<file path="src/rtl/if_fetch_stage.sv">
// Instruction-fetch stage: owns the F-stage PC, talks to a variable-latency
// instruction memory, buffers a word while D is stalled and drives IF/ID.
module if_fetch_stage #(
  parameter logic [31:0] RESET_PC = 32'h0000_3000,
  parameter logic [31:0] NOP_WORD = 32'h0000_0000
) (
  input  logic        clk,
  input  logic        reset_n,
  input  logic [31:0] NPC,
  input  logic        stall_D,
  output logic        im_req,
  output logic [31:0] im_addr,
  input  logic        im_ack,
  input  logic [31:0] im_rdata,
  output logic [31:0] PC,
  output logic [31:0] PC_D,
  output logic [31:0] Instr_D,
  output logic        valid_D,
  output logic        adel_D,
  output logic        fetch_stall
);

  typedef enum logic [0:0] {
    ST_FETCH = 1'b0,
    ST_READY = 1'b1
  } state_t;

  state_t      state_r;
  logic [31:0] pc_r;
  logic [31:0] buf_data_r;
  logic        buf_adel_r;
  logic [31:0] pc_d_r;
  logic [31:0] instr_d_r;
  logic        valid_d_r;
  logic        adel_d_r;

  logic        misaligned_s;
  logic        avail_s;
  logic [31:0] data_s;
  logic        adel_s;
  logic        advance_s;
  logic        capture_s;

  // Select the instruction source for this cycle and decide advance/capture
  always_comb begin
    misaligned_s = (pc_r[1:0] != 2'b00);
    avail_s      = 1'b0;
    data_s       = NOP_WORD;
    adel_s       = 1'b0;
    case (state_r)
      ST_FETCH: begin
        // A misaligned PC never reaches memory; a NOP tagged adel stands in.
        if (misaligned_s) begin
          avail_s = 1'b1;
          data_s  = NOP_WORD;
          adel_s  = 1'b1;
        end else begin
          avail_s = im_ack;
          data_s  = im_rdata;
          adel_s  = 1'b0;
        end
      end
      ST_READY: begin
        avail_s = 1'b1;
        data_s  = buf_data_r;
        adel_s  = buf_adel_r;
      end
      default: begin
        avail_s = 1'b0;
        data_s  = NOP_WORD;
        adel_s  = 1'b0;
      end
    endcase
    advance_s = avail_s & ~stall_D;
    capture_s = (state_r == ST_FETCH) & avail_s & stall_D;
  end

  assign im_req      = (state_r == ST_FETCH) & ~misaligned_s;
  assign im_addr     = pc_r;
  assign fetch_stall = ~avail_s;
  assign PC          = pc_r;
  assign PC_D        = pc_d_r;
  assign Instr_D     = instr_d_r;
  assign valid_D     = valid_d_r;
  assign adel_D      = adel_d_r;

  // Fetch FSM, PC, skid buffer and IF/ID register
  always_ff @(posedge clk or negedge reset_n) begin
    if (!reset_n) begin
      state_r    <= ST_FETCH;
      pc_r       <= RESET_PC;
      buf_data_r <= 32'h0000_0000;
      buf_adel_r <= 1'b0;
      pc_d_r     <= 32'h0000_0000;
      instr_d_r  <= 32'h0000_0000;
      valid_d_r  <= 1'b0;
      adel_d_r   <= 1'b0;
    end else if (advance_s) begin
      pc_d_r    <= pc_r;
      instr_d_r <= data_s;
      adel_d_r  <= adel_s;
      valid_d_r <= 1'b1;
      pc_r      <= NPC;
      state_r   <= ST_FETCH;
    end else if (capture_s) begin
      // D is stalled: park the word so the memory transaction can retire.
      buf_data_r <= data_s;
      buf_adel_r <= adel_s;
      state_r    <= ST_READY;
    end else begin
      state_r <= state_r;
      pc_r    <= pc_r;
    end
  end

endmodule

</file>
<file path="config.mk">
export PLATFORM = sky130hd
export DESIGN_NAME = if_fetch_stage
export DESIGN_NICKNAME = d
export VERILOG_FILES = /design/src/rtl/if_fetch_stage.sv
export SDC_FILE = /design/constraint.sdc
export NUM_CORES = 1
export LEC_CHECK = 0
export CORE_AREA = 2 2 117 119
export DETAILED_ROUTE_END_ITERATION = 16
export DIE_AREA = 0 0 119 121
export PLACE_DENSITY_LB_ADDON = 0.25
export RECOVER_POWER = 25
export SLEW_MARGIN = 30
export SYNTH_ARGS = -nofsm -noshare
export SYNTH_HDL_FRONTEND = slang
export SYNTH_SLANG_ARGS = --single-unit
</file>
<file path="constraint.sdc">
create_clock -name clk -period 1.9 [get_ports clk]
set_input_delay 0.38 -clock clk [delete_from_list [all_inputs] [get_ports clk]]
set_output_delay 0.38 -clock clk [all_outputs]
set_load 0.02 [all_outputs]
</file>
=== After elaboration in Yosys (flattened, before gate mapping) ===
Cells that the tools add are included.

* Input port bits: 68
* Output and inout port bits: 132
* Register bits after elaboration: 132

* Multiplexer cells: 8
* Reductions and logical operators: 3
* Bitwise operators: 9

{| class="wikitable"
|+ Operator list
! cell !! count
|-
| 32-bit case mux with 2 select lines || 1
|-
| 32-bit 2-to-1 mux || 1
|-
| 1-bit inverter || 5
|-
| 1-bit AND || 4
|-
| 1-bit 2-to-1 mux || 4
|-
| 1-bit case mux with 2 select lines || 2
|-
| 2-bit nonzero test || 2
|-
| 2-bit AND reduction || 1
|}

=== Logic depth before layout (Yosys ltp) ===
Gate-level depths: netlist (run 1).

* Depth in word-level cells: 7
* Depth in mapped cells: 6

=== Least setup slack after synthesis (run 1) ===
Ideal clock, no wire load.

* Path type: register -> register
* Start point: register pc_r[1] (netlist: PC[1])
* End point: register pc_r[0] (netlist: PC[0])
* Arrival time: 1.742 ns
* Period minus slack after synthesis: 1.867 ns
* Slack: 0.033 ns
* Data required time: 1.775 ns
* Cell stages (with the launch flop): 6
* Library setup time: 0.125 ns
* Cells stage by stage: dfrtp_1 nor4_4 nor2_2 buf_6 buf_6 mux2_4

* Longest elaborated chain between the ends: 4

{| class="wikitable"
|+ Ends and longest elaborated chain
! item !! line !! RTL
|-
| from (decl) || 29 || <nowiki>logic [31:0] pc_r;</nowiki>
|-
| from (signal assigned) || 112 || <nowiki>pc_r <= pc_r;</nowiki>
|-
| 2-bit nonzero test || 46 || <nowiki>misaligned_s = (pc_r[1:0] != 2'b00);</nowiki>
|-
| 1-bit 2-to-1 mux || 53 || <nowiki>if (misaligned_s) begin</nowiki>
|-
| 1-bit case mux with 2 select lines || 50 || <nowiki>case (state_r)</nowiki>
|-
| 1-bit AND || 74 || <nowiki>advance_s = avail_s & ~stall_D;</nowiki>
|}

Every way passes these cells.
A chain may end at the register's enable or synchronous reset.

=== Worst setup path in the final report (run 1) ===
* Start point: register pc_r[5] (netlist: PC[5])
* End point: output port PC[5]

{| class="wikitable"
|+ RTL lines
! item !! line !! RTL
|-
| to (decl) || 15 || <nowiki>output logic [31:0] PC,</nowiki>
|}

No word-level cell between the ends.

==> results of run 1 <==
==> metal layers <==
layer  wire (µm)  global-route usage (%)  up-vias
met5          13                       0        -
met1        5885                   24.15     1950
met2        6326                   31.79      151
met4         127                   6.324        2
met3         898                   6.673       13
li1            -                       -     1798
==> cell families after synthesis <==
logic type / share of synthesized area, %
buffers and inverters: 8.820
multiplexers: 25.68
AND/OR/NAND/NOR: 3.127
AO/OA/AOI/OAI: 5.391
flip-flops: 56.98
==> synth_stat cells <==
library cell,count
mux2_4,29
nor2b_1,2
mux2i_1,30
nor3_1,2
inv_1,34
buf_1,2
o31ai_1,1
nor2_2,1
dfstp_2,2
nor4_4,1
buf_4,32
a22o_1,32
buf_6,4
o21ai_0,1
nand2_1,30
buf_2,16
mux2_1,5
mux2_2,62
clkbuf_1,3
or2_1,1
nand3_1,1
nor3b_1,1
o21a_1,1
o22ai_1,2
dfrtp_1,130
==> registers in the layout, indices dropped and copies added (netlist names) <==
name	cells
valid_D	1
buf_adel_r	1
PC_D	32
buf_data_r	32
PC	32
Instr_D	32
state_r	1
adel_D	1
==> path summary, 6_finish.rpt <==
| path | start | to | slack [ps] |
|---|---|---|---|
| worst max-delay path | PC[5] | PC[5] | 50 |
| min in group asynchronous | reset_n | buf_data_r[22] | 670 |
| worst max register to register | PC[1] | buf_adel_r | 170 |
| max in group asynchronous | reset_n | PC[13] | 350 |
| worst min register to register | valid_D | valid_D | 490 |
| worst min-delay path | valid_D | valid_D | 490 |
==> per-stage QoR <==
step / hold slack (ps) / util (%) / power (W) / TNS, ps
after floorplan: 84.41 / - / 0.004832 / 0
after global placement: 261.7 / 60.64 / 0.005972 / -10920
after detailed placement: 262.8 / 60.64 / 0.006025 / -14030
after CTS: 352.2 / 65.28 / 0.009374 / 0
after global routing: 515.5 / 65.27 / 0.009648 / -15.77
final: 489.2 / 65.27 / 0.009260 / 0
==> placed cells by master, fill, tap and decap left out, drive strengths merged, types with 2 or more instances in the layout <==
cell type and instances:
buf 25, o22ai 2, mux2 96, nor2b 2, dfrtp 130, dlygate4sd2 8, bufinv 3, inv 34
nand2 30, clkdlybuf4s50 185, clkinv 5, clkbuf 24, nor3 2, dfstp 2, dlymetal6s2s 3, a22o 32
mux2i 30
==> cell type report <==
| type | instances | area (µm²) |
|---|---|---|
| fillers | 978 | 4544 |
| flip-flops and latches | 132 | 3308 |
| repair buffers | 224 | 2281 |
| multi-input cells | 202 | 1999 |
| clock buffers | 23 | 478.0 |
| well taps | 176 | 220.2 |
| inverters | 34 | 127.6 |
| clock inverters | 9 | 126.4 |
==> where the power goes <==
| group | switching (W) | internal [W] |
|---|---|---|
| registers | 0.000278 | 0.00322 |
| clock network | 0.00116 | 0.00216 |
| logic | 0.00112 | 0.00132 |
==> timing repair <==
item | in CTS | in global routing
setup buffers | 0 | 0
hold buffers | 1 | 0
gates resized for setup | 14 | 5
endpoints found under the setup margin | 10 | 7
endpoints found under the hold margin | 14 | 0
==> summary.md, run 1 <==
| Metric | Value |
|---|---|
| Cell variety after synth | `25` |
| Crit path DAT | `1470 ps` |
| First-pass GRT wire length | `21.71 mm` |
| Cell taking the most area after synthesis | `dfrtp_1` |
| Crit-path cells | `clkdlybuf4s50_1` |
| Routed WL per cell | `around 17 µm` |
| Drt drc | `0` |
| Worst setup SP type | `register` |
| Non-Filler Instances | `800` |
| Worst Path Class, Setup | `reg -> out` |
| Layout cell share with drive strength beyond 1 | `24.52%` |
| DR vias/cell | `4.893` |
| Clock skew | `6.826 ps` |
| GPL Wtd Cong | `0.7607` |
| # rows | `42` |
| Max Slew Vio Count | `0` |
| Leak pwr | `3.787 nW` |
| Router iterations before antenna repair | `4` |
| Post-synth top area share | `56.07%` |
| Worst path max stage delay | `650 ps` |
| Largest net degree at the start of global routing | `65` |
| Detail Route Antenna Nets | `0` |
| CP top delay family | `buffers and inverters` |
| Core ar. | `13090 µm²` |
| H-tree levels | `4` |
| GR Overflow Total | `0` |
| Fin worst setup slack | `53.09 ps` |
| CTS sink cnt | `132` |
| Place WS | `-207.6 ps` |
| Post-Place Cell Area | `7935 µm²` |
| Vias in the first global route | `~4.2k` |
| Ys Warns | `0` |
| Leading post-synthesis cells by cell area | `dfrtp_1 56%, mux2_2 12%, mux2_4 7.5%` |
| Run status | `complete, no violations` |
| Minimum clock period | `1847 ps` |
| N_diodes | `0` |
| IO Port Bufs | `199` |
| Pwr Density | `about 1100 nW/µm²` |
| Setup-failing EPs final | `0` |
| Stages on worst setup path | `1` |
| Layout area overhead | `47.21%` |
| Worst-Skew Late Latency | `about 410 ps` |
| Initial antenna violation count | `1` |
| Worst path required time | `1520 ps` |
| Vias after detailed routing | `3914` |
| Slowest CP cell | `clkdlybuf4s50_1` |
| CTS tree | `yes` |
| Overall routing resource usage | `19.39%` |
| Max-Cap Viols | `0` |
| Ports | `200` |
| Rel. slew slack | `30.91%` |
| DRT iter0 DRCs | `183` |
| Longest Clk Path Bufs | `2` |
| Syn nets | `493` |
| Sequential area share after synthesis | `roughly 57%` |
| Clk root buf | `clkbuf_16` |
| Die area | `14400 µm²` |
| Post-detail-place hpwl | `9.278 mm` |
| Max Freq | `about 540 MHz` |
| HP Class | `reg -> reg` |
| Critical path buffers and inverters | `1` |
| Fin area | `8541 µm²` |
| Total wire length | `~13 mm` |
| Critical Path Sink Type | `primary output` |
| Die H | `121 µm` |
| Post-Syn Instances | `425` |
| Num CTS Buffers | `17` |
| Placed insts | `767` |
| Slew @ Worst Pin | `approximately 1000 ps` |
| Max FO, Critical Path | `4` |
| Hold Fails Final Rpt | `0` |
| R2r worst-path depth | `4` |
| Tcrit/Tclk final | `97.21%` |
| Mapped Area | `5802 µm²` |
| RSZ-0062 raised after global routing | `yes` |
| Synthesized flop and latch total | `132` |
| Net count, final | `slightly below 700` |
| Die width | `119 µm` |
| Initial Utilization | `44.34%` |
| Hold path depth | `1` |
| Syn_area_per_cell | `13.65 µm²` |
| Peak supply drop | `between 0.0006 and 0.0007 V` |
| Worst-path clk slew | `about 60 ps` |
Note: power is estimated with default switching activity, not from simulation.
==> run 2, diff against run 1 <==
==> constraint.sdc (replaced) <==
create_clock -name clk -period 2 [get_ports clk]
set_input_delay 0.4 -clock clk [delete_from_list [all_inputs] [get_ports clk]]
set_output_delay 0.4 -clock clk [all_outputs]
set_load 0.02 [all_outputs]
==> summary.md, run 2 (synthesized netlist as in run 1, its figures left out) <==
| Metric | Value |
|---|---|
| Run status | `finished, violations left` |
| Failing checks | `hold timing, capacitance limit, slew limit` |
| First-pass GRT wire length | `20.92 mm` |
| DRT iter0 DRCs | `approximately 220` |
| Worst setup SP type | `register` |
| Peak supply drop | `0.0006047 V` |
| Die width | `119 µm` |
| Rel. slew slack | `-6.945%` |
| Layout cell share with drive strength beyond 1 | `24.68%` |
| Most common cell after layout, fill and taps aside | `clkdlybuf4s50_1` |
| Vias in the first global route | `3892` |
| Most frequent cells in the layout | `189 x clkdlybuf4s50_1, 128 x dfrtp_1, 62 x mux2_2, 34 x inv_1, 32 x a22o_1` |
| Core ar. | `13090 µm²` |
| Hold slack | `-10.74 ps` |
| HP Class | `in -> async` |
| Initial antenna violation count | `0` |
| Filler instances | `~950` |
| Largest net degree at the start of global routing | `70` |
| Slowest CP cell | `clkdlybuf4s50_1` |
| Worst-Skew Late Latency | `410 ps` |
| Post-detail-place hpwl | `9.028 mm` |
| Worst path required time | `1600 ps` |
| Max FO, Critical Path | `4` |
| Critical Path Sink Type | `primary output` |
| Overall routing resource usage | `18.78%` |
| Worst-path clk slew | `60 ps` |
| Die H | `121 µm` |
| Routed WL per cell | `16.36 µm` |
| Tcrit/Tclk final | `a little over nine tenths` |
| Max-Cap Viols | `1` |
| Drt drc | `0` |
| Post-CTS Setup Bufs | `0` |
| Total power | `0.008875 W` |
| GR Overflow Total | `0` |
| CTS tree | `yes` |
| CTS sink cnt | `132` |
| Num CTS Buffers | `17` |
| Slew @ Worst Pin | `approximately 1600 ps` |
| Layout area overhead | `46.82%` |
| GPL Wtd Cong | `0.7678` |
| Setup-failing EPs final | `0` |
| RSZ-0062 raised after global routing | `no` |
| CP top delay family | `buffers and inverters` |
| Clk root buf | `clkbuf_16` |
| IO Port Bufs | `199` |
| Die area | `14400 µm²` |
| Clock skew | `4.190 ps` |
| Final Util | `65.10%` |
| Minimum clock period | `between 1500 and 2000 ps` |
| Pwr Density | `1042 nW/µm²` |
| Worst Path Class, Setup | `reg -> out` |
| # rows | `42` |
| DR vias/cell | `~5` |
| Vias after detailed routing | `3876` |
| Crit-path cells | `clkdlybuf4s50_1` |
| Ports | `200` |
| Stages on worst setup path | `1` |
| N_diodes | `0` |
| R2r worst-path depth | `6` |
| Max Slew Vio Count | `64` |
| Total wire length | `13.02 mm` |
| Router iterations before antenna repair | `4` |
| Critical path buffers and inverters | `1` |
| H-tree levels | `4` |
| Hold Fails Final Rpt | `10` |
| Max Freq | `509.9 MHz` |
| Initial Utilization | `between 40 and 50%` |
| Leak pwr | `3.777 nW` |
| Worst path max stage delay | `approximately 600 ps` |
| Crit path DAT | `1560 ps` |
| Detail Route Antenna Nets | `0` |
| Net count, final | `676` |
| Longest Clk Path Bufs | `2` |
| Post-CTS Hold Fix Bufs | `0` |
[run 2: cell count changes in the layout (fill, tap and decap cells not counted)]
cell             change
clkdlybuf4s50_1      +4
clkinv_4             -1
clkinv_2             +2
bufinv_16            +1
buf_12               -1
dlygate4sd2_1        -3
clkbuf_2             +2
clkbuf_1             -3
clkdlybuf4s15_1      -1
clkbuf_8             -1
buf_4                -1
buf_2                -1
dlygate4sd3_1        -1
[run 2: power by group]
group | internal, W | switching (W) | leakage, nW | total, W
sequential | 0.00306 | 0.000264 | 1.66 | 0.00332
combinational | 0.00126 | 0.00106 | 1.81 | 0.00231
clock | 0.00213 | 0.00111 | 0.305 | 0.00324
total | 0.00644 | 0.00243 | 3.78 | 0.00887
[run 2: final timing paths]
kind                            start          end  slack [ps]
min in group clk           buf_adel_r   buf_adel_r         500
min reg2reg                buf_adel_r   buf_adel_r         500
max reg2reg                     PC[1]       PC[14]         250
min                           reset_n  Instr_D[21]         -10
max in group asynchronous     reset_n        PC[1]         430
max                            PC[13]  im_addr[13]          40
[run 2: routing by layer]
metal | share of wire (%) | global-route usage [%] | vias to the layer above | wire [µm]
met5 | 0 | 0 | - | 0
met4 | 1.4 | 7.143 | 0 | 185
met3 | 6.0 | 5.310 | 18 | 786
li1 | - | - | 1795 | -
met1 | 45 | 24.97 | 1914 | 5904
met2 | 47 | 29.35 | 149 | 6145
[run 2: layout make-up]
cell class / instances / area, µm² / share of cell area, %
inverters: 34 / 127.6 / 1.498
clock inverters: 11 / 157.7 / 1.851
well taps: 176 / 220.2 / 2.585
repair buffers: 221 / 2248 / 26.40
flip-flops and latches: 132 / 3308 / 38.84
clock buffers: 20 / 456.7 / 5.361
multi-input cells: 202 / 1999 / 23.47
[run 2: what timing repair did]
action	4_1_cts	5_1_grt
endpoints found under the setup margin	6	5
gates resized for setup	8	5
endpoints found under the hold margin	0	0
[run 2: metrics by stage]
step / cell area, µm² / setup WS (ps) / TNS (ps) / instances
6_report: 8518 / 38.84 / 0 / 796
5_1_grt: 8518 / 0.5836 / 0 / 796
4_1_cts: 8529 / 6.074 / 0 / 796
3_5_place_dp: 7920 / -96.09 / -4558 / 765
3_3_place_gp: 7920 / -68.16 / -3261 / 765
2_1_floorplan: 5802 / 132.8 / 0 / 425
==> run 3, diff against run 2 <==
--- a/config.mk
+++ b/config.mk
@@ -9,7 +9,6 @@
 export DETAILED_ROUTE_END_ITERATION = 16
 export DIE_AREA = 0 0 119 121
 export PLACE_DENSITY_LB_ADDON = 0.25
-export RECOVER_POWER = 25
 export SLEW_MARGIN = 30
 export SYNTH_ARGS = -nofsm -noshare
 export SYNTH_HDL_FRONTEND = slang
==> constraint.sdc (replaced) <==
create_clock -name clk -period 2 [get_ports clk]
set_input_delay 0.3 -clock clk [delete_from_list [all_inputs] [get_ports clk]]
set_output_delay 0.3 -clock clk [all_outputs]
set_load 0.02 [all_outputs]
==> summary.md, run 3 (synthesized netlist as in run 1, its figures left out) <==
| Metric | Value |
|---|---|
| Worst flop-to-flop path startpoint | `PC[1]` |
| Sequential power share | `38.5%` |
| GPL Wtd Cong | `0.7580` |
| Fin area | `~8500 µm²` |
| Fin worst setup slack | `76.01 ps` |
| Worst path required time | `1700 ps` |
| Setup-failing EPs final | `0` |
| Most common cell after layout, fill and taps aside | `clkdlybuf4s50_1` |
| Rel. slew slack | `roughly 57%` |
| Core ar. | `13090 µm²` |
| Overall routing resource usage | `19.11%` |
| Sw Ratio | `27.63%` |
| Worst Path Class, Setup | `reg -> out` |
| Slowest CP cell | `clkdlybuf4s50_1` |
| Critical Path Sink Type | `primary output` |
| Largest net degree at the start of global routing | `82` |
| NetSw | `between 0.002 and 0.0025 W` |
| Place WS | `-15.82 ps` |
| Clock skew | `5.786 ps` |
| CP top delay family | `buffers and inverters` |
| Leak pwr | `3.731 nW` |
| Ports | `200` |
| Hold slack | `456.4 ps` |
| Internal power | `0.006264 W` |
| Longest Clk Path Bufs | `2` |
| Router iterations before antenna repair | `4` |
| Num CTS Buffers | `17` |
| Die area | `~14000 µm²` |
| RSZ-0062 raised after global routing | `no` |
| CTS tree | `yes` |
| Worst path max stage delay | `610 ps` |
| HP Class | `in -> async` |
| GR Overflow Total | `0` |
| Die H | `121 µm` |
| N_diodes | `0` |
| DRT iter0 DRCs | `268` |
| Layout cell share with drive strength beyond 1 | `approximately a quarter` |
| Slew @ Worst Pin | `approximately 640 ps` |
| First-pass GRT wire length | `21.21 mm` |
| Most frequent cells in the layout | `196 x clkdlybuf4s50_1, 128 x dfrtp_1, 62 x mux2_2, 34 x inv_1, 32 x a22o_1` |
| Initial Utilization | `between 40% and 50%` |
| Peak supply drop | `0.0005528 V` |
| Combinational share of power | `26.9%` |
| Max Slew Vio Count | `0` |
| Hold Fails Final Rpt | `0` |
| Routed WL per cell | `between 15 and 20 µm` |
| Worst-Skew Late Latency | `a little over 400 ps` |
| Net count, final | `just under 700` |
| CTS sink cnt | `132` |
| Crit path DAT | `1620 ps` |
| Layout area overhead | `46.58%` |
| Crit-path cells | `buf_4 -> clkdlybuf4s50_1` |
| Max Freq | `519.8 MHz` |
| Initial antenna violation count | `0` |
| Post-CTS Setup Bufs | `0` |
| Vias after detailed routing | `roughly 4k` |
| Max-Cap Viols | `0` |
| IO Port Bufs | `199` |
| Pwr Density | `1018 nW/µm²` |
| Clk root buf | `clkbuf_16` |
| Drt drc | `0` |
| Vias in the first global route | `approximately 4.0k` |
| # rows | `42` |
| Critical Path Start | `PC[1]` |
| Total wire length | `13.14 mm` |
| Worst-path clk slew | `about 50 ps` |
| Critical path buffers and inverters | `2` |
| Post-detail-place hpwl | `9.181 mm` |
| R2r worst-path depth | `6` |
| Total power | `a little under 0.009 W` |
| Minimum clock period | `1924 ps` |
| Worst setup SP type | `register` |
| Die width | `between 100 and 150 µm` |
| Stages on worst setup path | `2` |
| H-tree levels | `4` |
| DR vias/cell | `4.943` |
| Tcrit/Tclk final | `96.20%` |
| Post-Place Cell Area | `~7900 µm²` |
| Detail Route Antenna Nets | `0` |
| Max FO, Critical Path | `4` |
| Clk pwr share | `34.6%` |
| Run status | `complete, no violations` |
[run 3: what timing repair did]
item,in CTS,in global routing
endpoints found under the hold margin,79,0
setup endpoints to repair,5,0
hold buffers,1,0
resized for setup,4,0
[run 3: power by group through the flow]
stage,registers [W],clock network [W],logic (W)
after floorplan,0.00370,0,0.000888
after global placement,0.00336,0,0.00232
after detailed placement,0.00337,0,0.00235
after CTS,0.00333,0.00305,0.00236
after global routing,0.00338,0.00318,0.00246
final,0.00333,0.00300,0.00233
[run 3: layer usage]
metal  vias to the layer above  track usage [%]  wire [µm]
li1                       1787                -          -
met4                         0            7.515        201
met2                       150            30.53       6242
met3                        15            6.579        918
met5                         -                0          0
met1                      1978            23.96       5779
[run 3: path summary, 6_finish.rpt]
| kind | end | slack, ps |
|---|---|---|
| hold reg to reg | valid_D | 460 |
| hold / removal | Instr_D[18] | 460 |
| min in group clk | valid_D | 460 |
| setup reg to reg | PC[15] | 240 |
| max in group asynchronous | PC[0] | 960 |
| setup / recovery | PC[1] | 80 |
[run 3: per-stage QoR]
stage	cells	utilization (%)	setup TNS (ps)
after floorplan	425	-	0
after detailed placement	763	60.51	-64.88
after global placement	763	60.51	0
after global routing	795	64.99	0
final	795	64.99	0
after CTS	795	64.99	0
[run 3: area by class of cell]
type | instances | area (µm²)
fillers | 989 | 4581
flip-flops and latches | 132 | 3308
repair buffers | 220 | 2272
multi-input cells | 202 | 1999
clock buffers | 28 | 536.8
well taps | 176 | 220.2
inverters | 34 | 127.6
clock inverters | 3 | 40.04
[run 3: worst reg2reg max path, cell delays in order (launching register included)]
cell and delay [ps]:
dfrtp_2 450, nor4_4 310, buf_4 180, nor2_4 50
buf_12 160, buf_12 160, mux2_1 320
